<file path="config.mk">
export PLATFORM = sky130hd
export DESIGN_NAME = mips_writeback_stage
export DESIGN_NICKNAME = d
export VERILOG_FILES = /design/src/rtl/mips_writeback_stage.sv
export SDC_FILE = /design/constraint.sdc
export NUM_CORES = 2
export LEC_CHECK = 0
export CAP_MARGIN = 20
export CELL_PAD_IN_SITES_DETAIL_PLACEMENT = 2
export CELL_PAD_IN_SITES_GLOBAL_PLACEMENT = 2
export CORE_AREA = 5 5 362 364
export DETAILED_ROUTE_END_ITERATION = 10
export DIE_AREA = 0 0 367 369
export PLACE_DENSITY_LB_ADDON = 0.15
export SLEW_MARGIN = 20
export SYNTH_ARGS = -nofsm -noshare
export SYNTH_HDL_FRONTEND = slang
export SYNTH_SLANG_ARGS = --single-unit
export TNS_END_PERCENT = 5
</file>
<file path="constraint.sdc">
create_clock -name clk -period 7.99 [get_ports clk]
set_input_delay 1.9975 -clock clk [delete_from_list [all_inputs] [get_ports clk]]
set_output_delay 1.9975 -clock clk [all_outputs]
set_load 0.01 [all_outputs]
</file>
<file path="src/rtl/mips_writeback_stage.sv">
// MIPS writeback stage: retires ALU results into a 32x32 GPR file plus HI/LO, with a one-entry retire record.
// Optional WB_STATS_EN adds retired/overflow counters.
module mips_writeback_stage #(
  parameter int NREG = 32,
  parameter int XLEN = 32
) (
  input  logic            clk,
  input  logic            rst_n,
  input  logic            in_valid,
  output logic            in_ready,
  input  logic [31:0]     in_instr,
  input  logic [XLEN-1:0] in_c,
  input  logic [2:0]      in_zon,
  input  logic [XLEN-1:0] in_hi,
  input  logic [XLEN-1:0] in_lo,
  input  logic [4:0]      rs_addr,
  output logic [XLEN-1:0] rs_data,
  input  logic [4:0]      rt_addr,
  output logic [XLEN-1:0] rt_data,
  output logic [XLEN-1:0] hi_q,
  output logic [XLEN-1:0] lo_q,
  output logic            ret_valid,
  input  logic            ret_ready,
  output logic            ret_we,
  output logic [4:0]      ret_rd,
  output logic [XLEN-1:0] ret_data,
  output logic            ret_ovf
`ifdef WB_STATS_EN
  ,
  output logic [31:0]     stat_retired,
  output logic [15:0]     stat_ovf
`endif
);

  typedef struct packed {
    logic            gpr_we;
    logic [4:0]      rd;
    logic [XLEN-1:0] wdata;
    logic            hi_we;
    logic [XLEN-1:0] hi_d;
    logic            lo_we;
    logic [XLEN-1:0] lo_d;
    logic            ovf;
  } dec_t;

  logic [NREG-1:0][XLEN-1:0] gpr;
  dec_t dec;
  logic xfer, wr_en;
  logic [5:0] opcode, func;

  assign opcode   = in_instr[31:26];
  assign func     = in_instr[5:0];
  assign in_ready = !ret_valid || ret_ready;
  assign xfer     = in_valid && in_ready;

  always_comb begin
    dec   = '0;
    wr_en = 1'b0;
    if (opcode == 6'h00) begin
      case (func)
        6'h00, 6'h02, 6'h03, 6'h04, 6'h06, 6'h07, 6'h21, 6'h23,
        6'h24, 6'h25, 6'h26, 6'h27, 6'h2a, 6'h2b: begin
          wr_en = 1'b1; dec.rd = in_instr[15:11]; dec.wdata = in_c;
        end
        6'h20, 6'h22: begin
          dec.ovf = in_zon[1];
          wr_en = !in_zon[1]; dec.rd = in_instr[15:11]; dec.wdata = in_c;
        end
        6'h10: begin wr_en = 1'b1; dec.rd = in_instr[15:11]; dec.wdata = hi_q; end
        6'h12: begin wr_en = 1'b1; dec.rd = in_instr[15:11]; dec.wdata = lo_q; end
        6'h11: begin dec.hi_we = 1'b1; dec.hi_d = in_c; end
        6'h13: begin dec.lo_we = 1'b1; dec.lo_d = in_c; end
        6'h18, 6'h19, 6'h1a, 6'h1b: begin
          dec.hi_we = 1'b1; dec.hi_d = in_hi;
          dec.lo_we = 1'b1; dec.lo_d = in_lo;
        end
        default: ;
      endcase
    end else begin
      case (opcode)
        6'h08: begin
          dec.ovf = in_zon[1];
          wr_en = !in_zon[1]; dec.rd = in_instr[20:16]; dec.wdata = in_c;
        end
        6'h09, 6'h0a, 6'h0b, 6'h0c, 6'h0d, 6'h0e: begin
          wr_en = 1'b1; dec.rd = in_instr[20:16]; dec.wdata = in_c;
        end
        default: ;
      endcase
    end
    // r0 is never a destination; the record then reports rd=0, we=0
    dec.gpr_we = wr_en && (dec.rd != 5'd0);
    if (!dec.gpr_we) begin
      dec.rd    = 5'd0;
      dec.wdata = '0;
    end
  end

  // Two read ports with write-first bypass from the retiring result
  logic [1:0][4:0]      rd_addr;
  logic [1:0][XLEN-1:0] rd_data;
  assign rd_addr = {rt_addr, rs_addr};
  for (genvar p = 0; p < 2; p++) begin : g_rd
    assign rd_data[p] = (rd_addr[p] == 5'd0) ? '0 :
                        (xfer && dec.gpr_we && dec.rd == rd_addr[p]) ? dec.wdata :
                        gpr[rd_addr[p]];
  end
  assign rs_data = rd_data[0];
  assign rt_data = rd_data[1];

  always_ff @(posedge clk or negedge rst_n) begin
    if (!rst_n) begin
      gpr  <= '0;
      hi_q <= '0;
      lo_q <= '0;
    end else if (xfer) begin
      if (dec.gpr_we) gpr[dec.rd] <= dec.wdata;
      if (dec.hi_we)  hi_q <= dec.hi_d;
      if (dec.lo_we)  lo_q <= dec.lo_d;
    end
  end

  always_ff @(posedge clk or negedge rst_n) begin
    if (!rst_n) begin
      ret_valid <= 1'b0;
      ret_we    <= 1'b0;
      ret_rd    <= '0;
      ret_data  <= '0;
      ret_ovf   <= 1'b0;
    end else if (xfer) begin
      ret_valid <= 1'b1;
      ret_we    <= dec.gpr_we;
      ret_rd    <= dec.rd;
      ret_data  <= dec.wdata;
      ret_ovf   <= dec.ovf;
    end else if (ret_ready) begin
      ret_valid <= 1'b0;
    end
  end

`ifdef WB_STATS_EN
  always_ff @(posedge clk or negedge rst_n) begin
    if (!rst_n) begin
      stat_retired <= '0;
      stat_ovf     <= '0;
    end else if (xfer) begin
      stat_retired <= stat_retired + 32'd1;
      if (dec.ovf && stat_ovf != 16'hFFFF) stat_ovf <= stat_ovf + 16'd1;
    end
  end
`endif

  logic unused_bits;
  assign unused_bits = ^{in_instr[25:21], in_instr[10:6], in_zon[2], in_zon[0]};

endmodule

</file>
==> results.txt <==
* Run status: complete, no violations
* Clock tree from TritonCTS: yes
- Transition time at the pin with the least slew margin: ~1200 ps
- Summing the areas of all xor and xnor instances in the mapped netlist gives less than 1% of the synthesized area.
- Fraction of registers with async set/reset: 100.0%
- The H-tree was split into 4 levels.
- The number of nets in the synthesized netlist is ~4100.
- The final number of max-transition violations came to 0.
- GRT Resource Usage Total: 34.76%
- First-pass GRT wire length: around 340000 microns
- Static Leak: 31.22 nW
* Slack of the worst reg-to-reg path: about 3800 ps
* Number of nets in the final layout: 4311
- Simple logic cell fraction of the synthesized area: 2.597%
* Path category of the worst min-delay check: reg -> reg
- Detailed-route wire length: roughly 240000 microns
- The worst setup path is captured at an output pin.
- Total power per unit cell area: approximately 180 nW/um^2
* I/O pin cnt: between 300 and 400
- Vias per inst: between 6 and 7
- Worst hold endpoint: gpr[22]$_DFFE_PN0P_
* Setup Skew: about 33 ps
* Clock insertion delay at the later pin of the skew report: ~800 ps
- Synthesis-to-layout area growth: 16.61%
- The floorplan step set the die height to 369 microns.
* Routed wire length per instance: about 40 microns
- The worst-case IR drop observed on VDD is between 0.2 and 0.25 mV.
* Data required, critical path: about 6000 ps
* Initial detailed-routing violation count: between 3000 and 4000
- In this run the critical register-to-register path is launched from ret_valid$_DFFE_PN0P_.
- The worst hold path begins at gpr[22]$_DFFE_PN0P_.
* Setup WS post-layout: roughly 80 ps
- Effective utilization at floorplan: between 40 and 50%
- Cell area after synthesis: 60810 sq um
* Relative slew margins: roughly 21%
- Dominant cell by count in the synthesized netlist: sky130_fd_sc_hd__dfrtp_1
- Entering global routing, the biggest net connects approximately 160 pins.
* Fraction of layout cells with a size suffix above 1: 52.68%
- Summed over its instances, the top area cell type makes up 46.42% of the synthesized netlist area.
- The number of antenna violations at the first check in global routing came to 8.
- The number of cells on the worst reg-to-reg path is 9.
* CTS Root Buffer Type: sky130_fd_sc_hd__clkbuf_16
* Placeable core region: around 130000 sq um
- Commonest register cell after synthesis: sky130_fd_sc_hd__dfrtp_1
- Number of buffers inserted by port buffering: between 300 and 400
- DRC violations left: 0
* Post-Layout Inst Area: a little over 70000 sq um
- DRT antenna net count: 0
- The tightest hold path in the finished design has a slack of 394.3 ps.
* Area share of fa/ha/maj cells after synthesis: 0%
- In the synthesized netlist, the cells that appear most often are 1128 x sky130_fd_sc_hd__dfrtp_1, 1114 x sky130_fd_sc_hd__mux2_2, 640 x sky130_fd_sc_hd__mux4_2.
- Count of state elements after synthesis: between 1000 and 1500
* Maximum count of clock buffers along a single path: 3
- Counting every instance in the synthesized netlist gives between 3000 and 4000.
- In this run, CTS created clock tree buffers numbering between 100 and 150.
- Filler cells: about 11000
- Post-synthesis cell type count: 54
- Sequential cell area fraction in the yosys report: between 40% and 50%
- After synthesis, the largest family of logic cells by area is multiplexers.
* Largest fanout on the critical path: 11
* Critical register-to-register path endpoint: gpr[420]$_DFFE_PN0P_
- The HPWL after detailed placement is approximately 130000 microns.
* Multiplexer share of the synthesized area: about 46%
* Placement-stage cell area: about 66000 sq um
- Mean cell area of the mapped netlist: between 15 and 20 sq um
- The number of global-route vias before repair was about 46000.
* Number of maximum-capacitance violations: 0
* Final hold violation count: 0
- Yosys printed 0 warnings.
- Vias after detailed routing: about 40000
* Number of search-and-repair iterations in the first detailed-routing pass: 6
* Shortest period the worst path allows: 7912 ps
- Crit path launch type: primary input
* Minimum setup slack after placement: -37.31 ps
- Rows: roughly 130
- Summing internal, switching and leakage power gives 12.70 mW.
- The floorplan step defined a die boundary enclosing 135400 sq um.
* Cell depth of the worst min-delay path: 0
- At the worst endpoint, the arrival time is just under 6000 ps.
- At the end of routability-driven placement, the weighted congestion stood at just over 0.8.
- Summed over all failing endpoints, the final setup total negative slack is 0 ps.
* Maximum frequency from static timing analysis: about 130 MHz
* Total grt overflow: 0
- In this run, synthesis inferred 0 flip-flops with an integrated enable.
- The die is between 300 and 400 microns wide.
* Largest area contributor in the synthesized netlist: sky130_fd_sc_hd__dfrtp_1
- For this design, the CTS-stage hold fixing added 0 buffers.
- Path type of the worst setup path: in -> out
* Cell types with the largest area share after synthesis: sky130_fd_sc_hd__dfrtp_1 46%, sky130_fd_sc_hd__mux4_2 24%, sky130_fd_sc_hd__mux2_2 21%, sky130_fd_sc_hd__clkbuf_1 1.9%, sky130_fd_sc_hd__nand2_1 1.5%
* Number of endpoints failing setup at the final stage: 0
* Period utilization: 99.02%
- The synthesized netlist devotes around 2.4% of its cell area to compound gates.
* Clk sinks: 1128
- CTS clock-pin slew for the worst setup and hold paths: around 60 ps
-- critical path: stages --
cell                              delay, ps
sky130_fd_sc_hd__clkdlybuf4s50_1        560
sky130_fd_sc_hd__or3_1                  440
sky130_fd_sc_hd__a211o_1                350
sky130_fd_sc_hd__a21o_1                 220
sky130_fd_sc_hd__a22oi_2                320
sky130_fd_sc_hd__xor2_1                 180
sky130_fd_sc_hd__a2111oi_4              530
sky130_fd_sc_hd__buf_6                  250
sky130_fd_sc_hd__buf_12                 180
sky130_fd_sc_hd__mux2i_1                270
sky130_fd_sc_hd__clkdlybuf4s50_1        580
-- area by class of cell --
class,instances,area [sq um],share of cell area (%)
Multi-Input combinational cell,2409,31230,44.04
Clock buffer,203,4048,5.708
Antenna cell,5,12.51,0.01764
Tap cell,1662,2079,2.932
Sequential cell,1128,28230,39.81
Inverter,6,32.53,0.04587
Clock inverter,36,325.3,0.4587
Timing Repair Buffer,487,4961,6.996
-- cells by family after synthesis --
| group | Yosys count |
|---|---|
| mux | 1826 |
| flops | 1128 |
| buf+inv | 456 |
| simple gates | 360 |
| compound gates | 219 |
| xor+xnor | 4 |
-- power by group --
group          internal (mW)  total, mW  switching, mW
clock                   3.60       6.25           2.66
combinational          0.259      0.722          0.463
sequential              5.72       5.72        0.00476
total                   9.57       12.7           3.12
-- routing by layer --
layer | up-vias | share of wire, % | track usage (%)
li1 | 15784 | - | -
met1 | 22556 | 39 | 43.56
met3 | 507 | 5.5 | 5.811
met4 | 4 | 4.8 | 16.08
met2 | 1569 | 51 | 59.47
met5 | - | 0.0098 | 0
-- cells in the final DEF, fill, tap and decap left out, drive strengths merged, types with 5 or more instances in the layout --
master         instances
o21ai                 71
o211ai                 7
nor3                   8
clkbuf               203
a22oi                 67
diode                  5
nand2                243
nand3                  8
nand2b                11
nand4                 37
buf                  196
nor2                  30
inv                   13
mux4                 640
a21o                   7
dfrtp               1128
mux2i                 64
clkinv                25
a21oi                 40
mux2                1122
clkdlybuf4s50        290
-- worst max-delay path by stage --
stage	from	to	slack, ps	cells past startpoint
after floorplan	in_instr[27]	rs_data[10]	1380	8
after global placement	in_instr[3]	rs_data[28]	90	10
after detailed placement	in_instr[0]	rt_data[6]	-40	12
after CTS	in_instr[3]	rt_data[6]	20	12
after global routing	in_instr[0]	rt_data[1]	-0.5	11
final	in_instr[0]	rt_data[6]	80	11
-- registers in the layout (all words and copies together), names as in the netlist --
register / count
ret_rd: 5
ret_data: 32
hi_q: 32
lo_q: 32
ret_ovf: 1
ret_valid: 1
ret_we: 1
gpr: 1024
-- stage by stage --
| step | std cells | util (%) |
|---|---|---|
| 4_1_cts | 5929 | 55.79 |
| 3_3_place_gp | 5688 | 52.34 |
| 3_5_place_dp | 5688 | 52.34 |
| 2_1_floorplan | 3993 | - |
| 6_report | 5936 | 55.82 |
| 5_1_grt | 5935 | 55.82 |
-- what timing repair did --
action | 4_1_cts | 5_1_grt
gates cloned | 0 | 0
pin swaps | 2 | 3
endpoints found under the setup margin | 5 | 32
resized for setup | 1 | 4
buffers inserted | 2 | 2
No activity file was read; power rests on OpenSTA's default activity.
